File: config.mk
export PLATFORM = sky130hd
export DESIGN_NAME = count_game_ctrl
export DESIGN_NICKNAME = d
export VERILOG_FILES = /design/src/rtl/count_game_ctrl.sv
export SDC_FILE = /design/constraint.sdc
export NUM_CORES = 1
export LEC_CHECK = 0
export ABC_AREA = 1
export BUFFER_PORTS_ARGS = -buffer_cell sky130_fd_sc_hd__buf_4
export CORE_MARGIN = 1
export CORE_UTILIZATION = 45
export CTS_CLUSTER_SIZE = 12
export DETAILED_ROUTE_END_ITERATION = 6
export GPL_TIMING_DRIVEN = 0
export PLACE_DENSITY = 0.74
export SYNTH_ARGS = -nofsm -noshare
export SYNTH_HDL_FRONTEND = slang
export SYNTH_SLANG_ARGS = --single-unit
export TNS_END_PERCENT = 5
File: constraint.sdc
create_clock -name clk -period 2.55 [get_ports clk]
set_input_delay 0.3825 -clock clk [delete_from_list [all_inputs] [get_ports clk]]
set_output_delay 0.3825 -clock clk [all_outputs]
set_load 0.03 [all_outputs]
File: src/rtl/count_game_ctrl.sv
`default_nettype none
// ============================================================================
// Module   : count_game_ctrl
// Brief    : Counting-game round sequencer. It produces an LFSR target and
//            runs the show/answer/judge/result phases over ROUNDS rounds.
//            Define COUNT_GAME_TIMEOUT_EN to enable the answer timeout.
// Revision : 1.0 - initial release
// ============================================================================
module count_game_ctrl #(
    parameter int TICK_DIV     = 1000,
    parameter int SHOW_TICKS   = 3,
    parameter int ANSWER_TICKS = 10,
    parameter int RESULT_TICKS = 2,
    parameter int ROUNDS       = 3
) (
    input  logic       clk,
    input  logic       rst,
    input  logic       start,
    input  logic [6:0] sw,
    output logic [6:0] target,
    output logic       show,
    output logic [3:0] timer,
    output logic [2:0] round,
    output logic [3:0] score,
    output logic       ok,
    output logic       bad,
    output logic       beep,
    output logic       over,
    output logic [2:0] state
);
    localparam int                  c_tick_w       = $clog2(TICK_DIV);
    localparam logic [c_tick_w-1:0] c_tick_last    = c_tick_w'(TICK_DIV - 1);
    localparam logic [7:0]          c_show_last    = 8'(SHOW_TICKS - 1);
    localparam logic [7:0]          c_result_last  = 8'(RESULT_TICKS - 1);
    localparam logic [3:0]          c_answer_ticks = 4'(ANSWER_TICKS);
    localparam logic [2:0]          c_rounds       = 3'(ROUNDS);
    localparam logic [6:0]          c_lfsr_seed    = 7'h5A;

    typedef enum logic [2:0] {
        S_IDLE   = 3'd0,
        S_SHOW   = 3'd1,
        S_ANSWER = 3'd2,
        S_JUDGE  = 3'd3,
        S_RESULT = 3'd4,
        S_OVER   = 3'd5
    } state_t;

    state_t              r_state, w_state;
    logic                r_start_q;
    logic [6:0]          r_lfsr;
    logic [c_tick_w-1:0] r_tick_cnt;
    logic [7:0]          r_ph_cnt, w_ph_cnt;
    logic [6:0]          r_answer, w_answer;
    logic                r_timeout, w_timeout;
    logic [6:0]          r_target, w_target;
    logic                r_show;
    logic [3:0]          r_timer, w_timer;
    logic [2:0]          r_round, w_round;
    logic [3:0]          r_score, w_score;
    logic                r_ok, w_ok;
    logic                r_bad, w_bad;
    logic                r_beep, w_beep;
    logic                r_over, w_over;

    logic                w_st_e;
    logic                w_tick;
    logic [6:0]          w_new_target;

    // start_q resets high so a key held through reset never counts as a press
    assign w_st_e       = start & ~r_start_q;
    assign w_tick       = (r_tick_cnt == c_tick_last);
    assign w_new_target = {1'b0, r_lfsr[5:0]} + 7'd1;

    always_comb begin
        w_state   = r_state;
        w_ph_cnt  = r_ph_cnt;
        w_answer  = r_answer;
        w_timeout = r_timeout;
        w_target  = r_target;
        w_timer   = r_timer;
        w_round   = r_round;
        w_score   = r_score;
        w_ok      = r_ok;
        w_bad     = r_bad;
        w_beep    = r_beep;
        w_over    = r_over;

        if (w_tick) begin
            w_ph_cnt = r_ph_cnt + 8'd1;
        end

        unique case (r_state)
            S_IDLE: begin
                w_target = '0;
                w_timer  = '0;
                w_round  = '0;
                w_score  = '0;
                w_ok     = 1'b0;
                w_bad    = 1'b0;
                w_beep   = 1'b0;
                w_over   = 1'b0;
                if (w_st_e) begin
                    w_state  = S_SHOW;
                    w_round  = 3'd1;
                    w_target = w_new_target;
                end
            end
            S_SHOW: begin
                if (w_tick && (r_ph_cnt == c_show_last)) begin
                    w_state = S_ANSWER;
                    w_timer = c_answer_ticks;
                end
            end
            S_ANSWER: begin
`ifdef COUNT_GAME_TIMEOUT_EN
                if (w_tick && (r_timer != 4'd0)) begin
                    w_timer = r_timer - 4'd1;
                end
                // A press on the expiry tick still gets its answer judged
                if (w_st_e) begin
                    w_state   = S_JUDGE;
                    w_answer  = sw;
                    w_timeout = 1'b0;
                end else if (w_tick && (r_timer <= 4'd1)) begin
                    w_state   = S_JUDGE;
                    w_timeout = 1'b1;
                end
`else
                w_timer = c_answer_ticks;
                if (w_st_e) begin
                    w_state   = S_JUDGE;
                    w_answer  = sw;
                    w_timeout = 1'b0;
                end
`endif
            end
            S_JUDGE: begin
                w_state = S_RESULT;
                w_beep  = 1'b1;
                if ((r_answer == r_target) && !r_timeout) begin
                    w_ok = 1'b1;
                    if (r_score != 4'hF) begin
                        w_score = r_score + 4'd1;
                    end
                end else begin
                    w_bad = 1'b1;
                end
            end
            S_RESULT: begin
                if (w_tick) begin
                    w_beep = 1'b0;
                end
                if (w_tick && (r_ph_cnt == c_result_last)) begin
                    if (r_round == c_rounds) begin
                        w_state = S_OVER;
                        w_over  = 1'b1;
                    end else begin
                        w_state  = S_SHOW;
                        w_round  = r_round + 3'd1;
                        w_target = w_new_target;
                        w_ok     = 1'b0;
                        w_bad    = 1'b0;
                    end
                end
            end
            S_OVER: begin
                if (w_st_e) begin
                    w_state  = S_SHOW;
                    w_round  = 3'd1;
                    w_score  = '0;
                    w_target = w_new_target;
                    w_ok     = 1'b0;
                    w_bad    = 1'b0;
                    w_over   = 1'b0;
                end
            end
            default: begin
                w_state = S_IDLE;
            end
        endcase

        // Phases always start on a fresh tick boundary
        if (w_state != r_state) begin
            w_ph_cnt = '0;
        end
    end

    always_ff @(posedge clk) begin
        if (rst) begin
            r_state    <= S_IDLE;
            r_start_q  <= 1'b1;
            r_lfsr     <= c_lfsr_seed;
            r_tick_cnt <= '0;
            r_ph_cnt   <= '0;
            r_answer   <= '0;
            r_timeout  <= 1'b0;
            r_target   <= '0;
            r_show     <= 1'b0;
            r_timer    <= '0;
            r_round    <= '0;
            r_score    <= '0;
            r_ok       <= 1'b0;
            r_bad      <= 1'b0;
            r_beep     <= 1'b0;
            r_over     <= 1'b0;
        end else begin
            r_state    <= w_state;
            r_start_q  <= start;
            r_lfsr     <= {r_lfsr[5:0], r_lfsr[6] ^ r_lfsr[5]};
            r_tick_cnt <= (w_tick || (w_state != r_state)) ? '0
                                                           : r_tick_cnt + c_tick_w'(1);
            r_ph_cnt   <= w_ph_cnt;
            r_answer   <= w_answer;
            r_timeout  <= w_timeout;
            r_target   <= w_target;
            r_show     <= (w_state == S_SHOW);
            r_timer    <= w_timer;
            r_round    <= w_round;
            r_score    <= w_score;
            r_ok       <= w_ok;
            r_bad      <= w_bad;
            r_beep     <= w_beep;
            r_over     <= w_over;
        end
    end

    assign target = r_target;
    assign show   = r_show;
    assign timer  = r_timer;
    assign round  = r_round;
    assign score  = r_score;
    assign ok     = r_ok;
    assign bad    = r_bad;
    assign beep   = r_beep;
    assign over   = r_over;
    assign state  = r_state;

endmodule
`default_nettype wire

=== Yosys cells after proc, flatten, opt, wreduce, memory -nomap -nowiden ===
Cells that the tools add are included.

* Output and inout port bits: 26
* Input bits: 10
* Logic and storage cells: 99
* Bits in registers: 59

* Bitwise operators: 3
* Reductions and logical operators: 20
* Equal/unequal tests: 22
* $add $sub $neg: 5
* Muxes and demuxes: 34

{| class="wikitable"
|+ Operators with widths
! operator !! number
|-
| 2-to-1 mux 7 bit || 4
|-
| 2-to-1 mux 3 bit || 8
|-
| one-hot mux 4 bit (3 select lines) || 2
|-
| one-hot mux 7 bit (3 select lines) || 1
|-
| inequality test 2 bit (second input constant) || 9
|-
| 2-to-1 mux 4 bit || 4
|-
| one-hot mux 3 bit (5 select lines) || 1
|-
| AND reduction 4 bit || 3
|-
| nonzero test 3 bit || 4
|-
| adder 10 x 1 -> 10 bit (second input constant) || 1
|-
| equality test 10 bit (second input constant) || 1
|-
| AND reduction 5 bit || 2
|-
| equality test 3 x 2 -> 1 bit (second input constant) || 3
|-
| 2-to-1 mux 1 bit || 9
|-
| one-hot mux 3 bit (3 select lines) || 1
|-
| adder 8 x 1 -> 8 bit (second input constant) || 1
|-
| equality test 8 x 1 -> 1 bit (second input constant) || 1
|-
| equality test 8 x 2 -> 1 bit (second input constant) || 1
|-
| one-hot mux 1 bit (4 select lines) || 2
|-
| adder 6 x 1 -> 7 bit (second input constant) || 1
|-
| equality test 7 bit || 1
|-
| equality test 3 x 1 -> 1 bit (second input constant) || 2
|-
| equality test 3 bit (second input constant) || 2
|-
| one-hot mux 1 bit (3 select lines) || 2
|-
| 13 further kinds || 18
|}

=== Longest topological paths before layout ===
Gate-level depths: netlist (run 1).

* Depth after elaboration: 7
* Gate-level depth with buffers: 12
* Gate-level depth less buffers: 12

=== Least setup slack after synthesis (run 1) ===
Ideal clock, no wire load.

* Path kind: register to register
* From: register r_state[1] (netlist: state[1])
* To: register r_score[2] (netlist: score[2])
* Cell stages (with the launch flop): 10
* Path buffers: 0
* Setup time: 0.121 ns
* Path slack: 0.899 ns
* Arrival: 1.529 ns
* Clock period less this slack: 1.651 ns
* Path through: dfxtp_1 > inv_2 > nand2_1 > nor2_1 > nand2_1 > inv_1 > nor2_4 > nand2_2 > o21ai_0 > nor2_1

* Word-level cells in the longest chain between the ends: 3
* Elaborated cells on any way between the ends: 9

{| class="wikitable"
|+ RTL lines
! item !! line !! text
|-
| start, declared || 48 || <nowiki>state_t r_state, w_state;</nowiki>
|-
| start signal, assigned || 207 || <nowiki>r_state <= w_state;</nowiki>
|-
| equality test 3 x 2 -> 1 bit, or another cell as far along || 92 || <nowiki>unique case (r_state)</nowiki>
|-
| inequality test 2 bit (no source line) / nonzero test 3 bit (equally long branches) || - ||
|-
| AND reduction 4 bit (no source line) || - ||
|-
| end signal, assigned || 219 || <nowiki>r_score <= w_score;</nowiki>
|-
| end, declared || 59 || <nowiki>logic [3:0] r_score, w_score;</nowiki>
|}

Parallel ways exist; a longest one is shown, timed or not.
A chain may end at the register's enable or synchronous reset.

=== Worst setup path after layout (run 1) ===
* From: register r_tick_cnt[0]
* To: register r_ph_cnt[5]

* Word-level cells in the longest chain between the ends: 6
* Elaborated cells on any way between the ends: 8

{| class="wikitable"
|+ RTL lines
! item !! line !! text
|-
| start, declared || 51 || <nowiki>logic [c_tick_w-1:0] r_tick_cnt;</nowiki>
|-
| start signal, assigned || 210 || <nowiki>r_tick_cnt <= (w_tick || (w_state != r_state)) ? '0</nowiki>
|-
| equality test 10 bit * || 71 || <nowiki>assign w_tick = (r_tick_cnt == c_tick_last);</nowiki>
|-
| logical AND 1 bit, on equally long branches || 153, 109 ||
|-
| 2-to-1 mux 3 bit, on equally long branches || 153, 109 ||
|-
| one-hot mux 3 bit (5 select lines) || 92 ||
|-
| inequality test 3 bit || 183 || <nowiki>if (w_state != r_state) begin</nowiki>
|-
| OR reduction 2 bit (no source line) || - ||
|-
| end signal, assigned || 212 || <nowiki>r_ph_cnt <= w_ph_cnt;</nowiki>
|-
| end, declared || 52 || <nowiki>logic [7:0] r_ph_cnt, w_ph_cnt;</nowiki>
|}

Every way passes the cells marked *; elsewhere a longest branch is shown, timed or not.

==> results of run 1 <==
## cell families after synthesis
kind of cell / after synthesis / synth area share [%]
compound gates: 52 / 9.53
fa+ha+maj: 8 / 3.60
buf+inv: 63 / 8.90
flops: 56 / 40.3
xor+xnor: 16 / 5.03
other cells: 1 / 0.135
simple gates: 182 / 32.5
## cell type report
type	count	area share (%)
flip-flops and latches	56	34.9
clock inverters	3	0.583
multi-input cells	260	44.1
well taps	75	2.92
clock buffers	5	2.14
repair buffers	33	7.70
inverters	56	6.53
plain buffers	7	1.17
## per-layer routing
metal,part of all wire (%),global-route usage [%],vias up,wire length [um]
met4,1.2,5.71,0,68
met3,5.5,4.43,5,313
met2,47,33.1,60,2720
met1,46,24.6,1102,2630
met5,0,0,-,0
li1,-,-,1270,-
## worst max path at each step
stage | from | end
2_1_floorplan | state[1] | score[2]
3_3_place_gp | r_tick_cnt[0] | target[2]
3_5_place_dp | r_tick_cnt[0] | target[2]
4_1_cts | r_tick_cnt[0] | target[0]
5_1_grt | r_tick_cnt[0] | r_ph_cnt[5]
6_report | r_tick_cnt[0] | r_ph_cnt[5]
## state kept, by name (all words and copies together) (netlist names), 3 cells and up
name        cells
r_answer        7
r_lfsr          7
r_ph_cnt        8
r_tick_cnt     10
round           3
score           4
state           3
target          7
## critical path: cells and delay by family (launching register included)
kind | cells | cell delay [ps]
AO/OA/AOI/OAI | 1 | 180
adder cells (fa/ha/maj) | 1 | 190
flip-flops | 1 | 370
AND/OR/NAND/NOR | 8 | 1100
## through the flow
step / instance area (um2) / hold slack, ps / power, uW / setup WS [ps] / instances
6_report: 3220 / 278 / 1660 / 656 / 495
5_1_grt: 3220 / 265 / 1740 / 419 / 495
3_3_place_gp: 3130 / 431 / 1190 / 709 / 487
3_5_place_dp: 3130 / 449 / 1200 / 675 / 487
2_1_floorplan: 2790 / 418 / 1120 / 899 / 379
4_1_cts: 3220 / 271 / 1670 / 649 / 495
## power by group
group / internal (uW) / switching, uW / leakage [uW]
Combinational: 87.4 / 158 / 0.000886
Clock: 192 / 293 / 0.0000479
Sequential: 904 / 27.2 / 0.000455
Total: 1180 / 478 / 0.00139
## synthesized netlist by cell type, drive strengths merged
master	instances
nand2	82
dfxtp	56
inv	56
nor2	54
a21oi	34
nand3	16
o21ai	16
nor3	12
xor2	10
ha	8
nand4	7
or2	7
xnor2	6
clkbuf	4
buf	3
nand3b	2
and3	1
conb	1
nor3b	1
o211ai	1
o21bai	1
==> qor.csv, run 1 <==
stage,metric,value,unit
worst_setup_path,critPathMaxFanout,8,
synthesis,synth_top_area_share,40.3,%
cells_and_area,nFillCells,590,
floorplan,start_util,46.7,%
timing,finalSetupViolCount,0,
floorplan,core_area,5960,um2
hold_path,worstHoldPathCells,2,
synthesis,yosys_warnings,0,
worst_setup_path,cp_slowest_cell,dfxtp_1,
cells_and_area,fin_util,54.0,%
worst_setup_path,arrival,2140,ps
flow_run,drv_cap,0,
timing,drv_slew,0,
synthesis,yosys-top-cells-area,"dfxtp_1 40%, nand2_1 9.6%, inv_1 6.6%",
cts,path_clk_slew,100,ps
synthesis,ys_ff_latch,56,
placed_design,port_buffers,33,
cts,cts_tree,done,
cells_and_area,nNetsFinal,437,
global_route,grt.total_usage,19.6,%
drt,route.detailed.drc,0,
worst_setup_path,r2r_cells,10,
cts,cts_made_buffers,5,
floorplan,dieArea,6510,um2
drt,ant_nets,0,
cts,clock_latency,310,ps
drt,viasPerCell,4.92,
drt,drt-wirelength-per-cell,11.6,um
timing,clock.fmax,528,MHz
cells_and_area,insertedDiodeCount,0,
floorplan,dieWidth,80.7,um
floorplan,die_h,80.7,um
synthesis,ys_seq_area_share,40.3,%
cells_and_area,register_area,1120,um2
cts,cts_root_buffer,clkbuf_8,
worst_setup_path,r2r-start,r_tick_cnt[0],
cts,cts_sinks,56,
timing,finalSetupTns,0,ps
synthesis,avgSynthCellArea,7.36,um2
timing,finalHoldViolCount,0,
cells_and_area,layout_common_cells,"71 x nand2_1, 56 x dfxtp_1, 49 x inv_1, 46 x nor2_1, 36 x buf_4",
worst_setup_path,worst-r2r-setup-slack,660,ps
global_route,antenna_found_initial,0,
global_route,grt_max_degree,18,
cts,cts_setup_buffers,0,
drt,initialDrtViolationCount,179,
worst_setup_path,start_kind,flop,
placed_design,gp_congestion,0.855,
drt,wirelength,5.73,mm
synthesis,synth_top_area_cell,dfxtp_1,
worst_setup_path,crit_chain,"ha_1, nand2_2, nand3b_1, nor2_1, nand2_1, nand2_1, nand3_1, nand2_2, nand3_2, a21oi_1",
cts,cts-resized-gates,0,
cells_and_area,mostFrequentLayoutCell,nand2_1,
cells_and_area,drive_gt1_share,19.0,%
global_route,grt_overflow,0,
timing,max_slew_margin,51.2,%
timing,fin_skew,7.92,ps
hold_path,min_from,start,
floorplan,row_count,28,
timing,rsz0062_at_grt,false,
cells_and_area,area_growth,15.6,%
outcome,outcome,completed,
timing,tightestPinTransition,726,ps
cts,hold_buffers,0,
power,irDropWorstVdd,0.000262,V
cts,htreeDepth,2,
synthesis,synthDistinctLibCells,33,
worst_setup_path,critPathKind,reg2reg,
drt,drtPass1Iterations,4,
power,powerDensity,517,nW/um2
floorplan,io_pins,36,
synthesis,postSynthCellCount,378,
worst_setup_path,cp-end-kind,flop,
worst_setup_path,max_stage_delay,370,ps
timing,final.period_utilization,74.3,%
drt,vias,2437,
worst_setup_path,required,2800,ps
global_route,grt_pass1_vias,2227,
hold_path,min_to,r_start_q,
cts,cts_max_path_buffers,2,
placed_design,post-dp-hpwl,4.36,mm
cells_and_area,multi_input_area,1420,um2
global_route,grt_pass1_wl,9.83,mm
timing,period_needed,1890,ps
hold_path,hp-class,in2reg,
power,p_leak,0.00139,uW
worst_setup_path,r2r-end,r_ph_cnt[5],
synthesis,synth_area,2780,um2
Power figures use the tool's default switching activity.
==> run 2: changes to the inputs <==
PLACE_DENSITY = 0.76   (was 0.74)
clock period = 1.7 ns   (was 2.55 ns; I/O delays follow)
==> run 2 against run 1 <==
- core utilization grew 4.4 points
- fmax grew 13%
- sequential cell count is the same
- combinational power grew 85%
- sequential share of layout area shrank 2.5 points
- global-route usage grew 0.19 points
- first-iteration DRC count shrank 50%
- design area grew 8.2%
- critical path type unchanged
- worst setup slack lost 630 ps
==> qor.csv, run 2 (synthesis results as in run 1) <==
stage,metric,value,unit,change
floorplan,dieWidth,80.7,um,unchanged
drt,drtPass1Iterations,4,,unchanged
global_route,grt_pass1_vias,2283,,+2.5%
timing,max_slew_margin,61.9,%,+11 points
global_route,grt_max_degree,19,,+1
timing,finalSetupViolCount,0,,unchanged
outcome,outcome,completed,,
power,p_leak,0.00149,uW,+7.2%
drt,ant_nets,0,,unchanged
worst_setup_path,cp-end-kind,flop,,
cts,htreeDepth,2,,unchanged
drt,initialDrtViolationCount,89,,-50%
cts,cts_made_buffers,5,,unchanged
cts,cts_max_path_buffers,2,,unchanged
timing,fin_skew,10.9,ps,+2.99 ps
flow_run,drv_cap,0,,unchanged
cells_and_area,area_growth,25.0,%,
global_route,grt.total_usage,19.8,%,+0.19 points
cts,clock_latency,320,ps,about the same
cells_and_area,drive_gt1_share,27.4,%,+8.4 points
cells_and_area,nNetsFinal,451,,+3.2%
drt,route.detailed.drc,0,,unchanged
drt,viasPerCell,5.00,,+1.5%
drt,drt-wirelength-per-cell,11.8,um,+1.9%
timing,rsz0062_at_grt,true,,
cells_and_area,regMostFlops,r_tick_cnt,,
worst_setup_path,critPathMaxFanout,8,,unchanged
placed_design,gp_congestion,0.850,,-0.60%
timing,finalHoldViolCount,0,,unchanged
worst_setup_path,required,1950,ps,-850 ps
timing,period_needed,1680,ps,-218 ps
cells_and_area,layout_common_cells,"67 x nand2_1, 52 x dfxtp_1, 49 x inv_1, 47 x buf_4, 41 x nor2_1",,
placed_design,post-dp-hpwl,4.20,mm,-3.6%
worst_setup_path,arrival,1920,ps,-220 ps
floorplan,core_area,5960,um2,unchanged
drt,wirelength,6.01,mm,+4.8%
global_route,antenna_found_initial,0,,unchanged
power,powerDensity,749,nW/um2,+45%
cells_and_area,reg.largest.list,"r_tick_cnt (10), r_ph_cnt (8)",,
floorplan,start_util,46.7,%,unchanged
timing,tightestPinTransition,572,ps,-154 ps
cells_and_area,mostFrequentLayoutCell,nand2_1,,
timing,final.period_utilization,98.6,%,+24 points
placed_design,place_inst,487,,unchanged
worst_setup_path,start_kind,flop,,
cts,cts_root_buffer,clkbuf_8,,
floorplan,dieArea,6510,um2,unchanged
hold_path,hp-class,in2reg,,
worst_setup_path,critPathKind,reg2reg,,
timing,clock.fmax,596,MHz,+13%
floorplan,io_pins,36,,unchanged
cts,path_clk_slew,100,ps,about the same
cts,cts_sinks,56,,unchanged
cells_and_area,insertedDiodeCount,0,,unchanged
floorplan,die_h,80.7,um,unchanged
cells_and_area,stdcell_count,509,,+2.8%
cells_and_area,register_area,1130,um2,+0.45%
drt,vias,2544,,+4.4%
cells_and_area,nFillCells,532,,-9.8%
placed_design,port_buffers,33,,unchanged
global_route,grt_pass1_wl,10.0,mm,+2.0%
power,power,2610,uW,+57%
power,irDropWorstVdd,0.000475,V,+81%
cts,cts_tree,done,,
timing,drv_slew,0,,unchanged
floorplan,row_count,28,,unchanged
cells_and_area,largest_reg_flops,10,,unchanged
global_route,grt_overflow,0,,unchanged
cells_and_area,multi_input_area,1570,um2,+11%
## run 2: changes by cell type in the layout (fill, tap and decap cells not counted), moves of 3 or more
cell and change:
buf_4 +11, a21oi_1 -6, a21oi_2 +6, nor2_1 -5, dfxtp_1 -4, dfxtp_2 +4, nand2_1 -4, nand2_4 +3
nand3_4 +3, nor2_2 +3, o21ai_0 -3
## run 2: critical path: stages, from the launching register on
cell,delay (ps)
dfxtp_2,370
ha_4,150
nand2_4,70
nand3b_1,170
nor2_2,160
nand2_2,100
nand2_2,90
nand3_4,80
nand2_4,120
nand3_4,150
a21oi_1,140
## run 2: path summary, 6_finish.rpt
| path | start | slack [ps] | endpoint | depth (start not counted) |
|---|---|---|---|---|
| setup / recovery | r_tick_cnt[1] | 20 | r_ph_cnt[1] | 10 |
| hold / removal | start | 150 | r_start_q | 2 |
| setup reg to reg | r_tick_cnt[1] | 20 | r_ph_cnt[1] | 10 |
| hold reg to reg | r_answer[3] | 480 | r_answer[3] | 2 |
## run 2: power by group
group / internal [uW] / leakage, uW / switching [uW]
Combinational: 181 / 0.000988 / 273
Sequential: 1360 / 0.000457 / 44.3
Clock: 294 / 0.0000445 / 455
## run 2: area by class of cell
class / instances / share of cell area [%]
clock buffers: 5 / 1.98
well taps: 75 / 2.70
flip-flops and latches: 56 / 32.4
clock inverters: 3 / 0.611
plain buffers: 7 / 1.08
multi-input cells: 261 / 45.1
inverters: 56 / 6.04
repair buffers: 46 / 10.1
## run 2: repair_timing
item,in CTS,in global routing
pin swaps,5,9
buffers inserted,7,7
cloned,1,0
hold buffers,0,0
setup endpoints to repair,29,36
gates resized for setup,17,23
## run 2: per-layer routing
metal / up-vias / wire length (um) / global-route usage [%]
met2: 56 / 2800 / 30.8
met1: 1167 / 2800 / 26.1
met3: 11 / 276 / 3.75
li1: 1310 / - / -
met4: 0 / 126 / 9.29
met5: - / 0 / 0
## run 2: through the flow
step                      util (%)  instance area, um2  hold slack [ps]  TNS (ps)  worst slack, ps
after floorplan                  -                2790              359         0             49.1
after global placement        52.5                3130              431     -2610             -148
after detailed placement      52.5                3130              456     -3330             -171
after CTS                     56.4                3360              137     -81.6            -26.7
after global routing          58.4                3480              135     -2080             -137
final                         58.4                3480              150         0             23.5
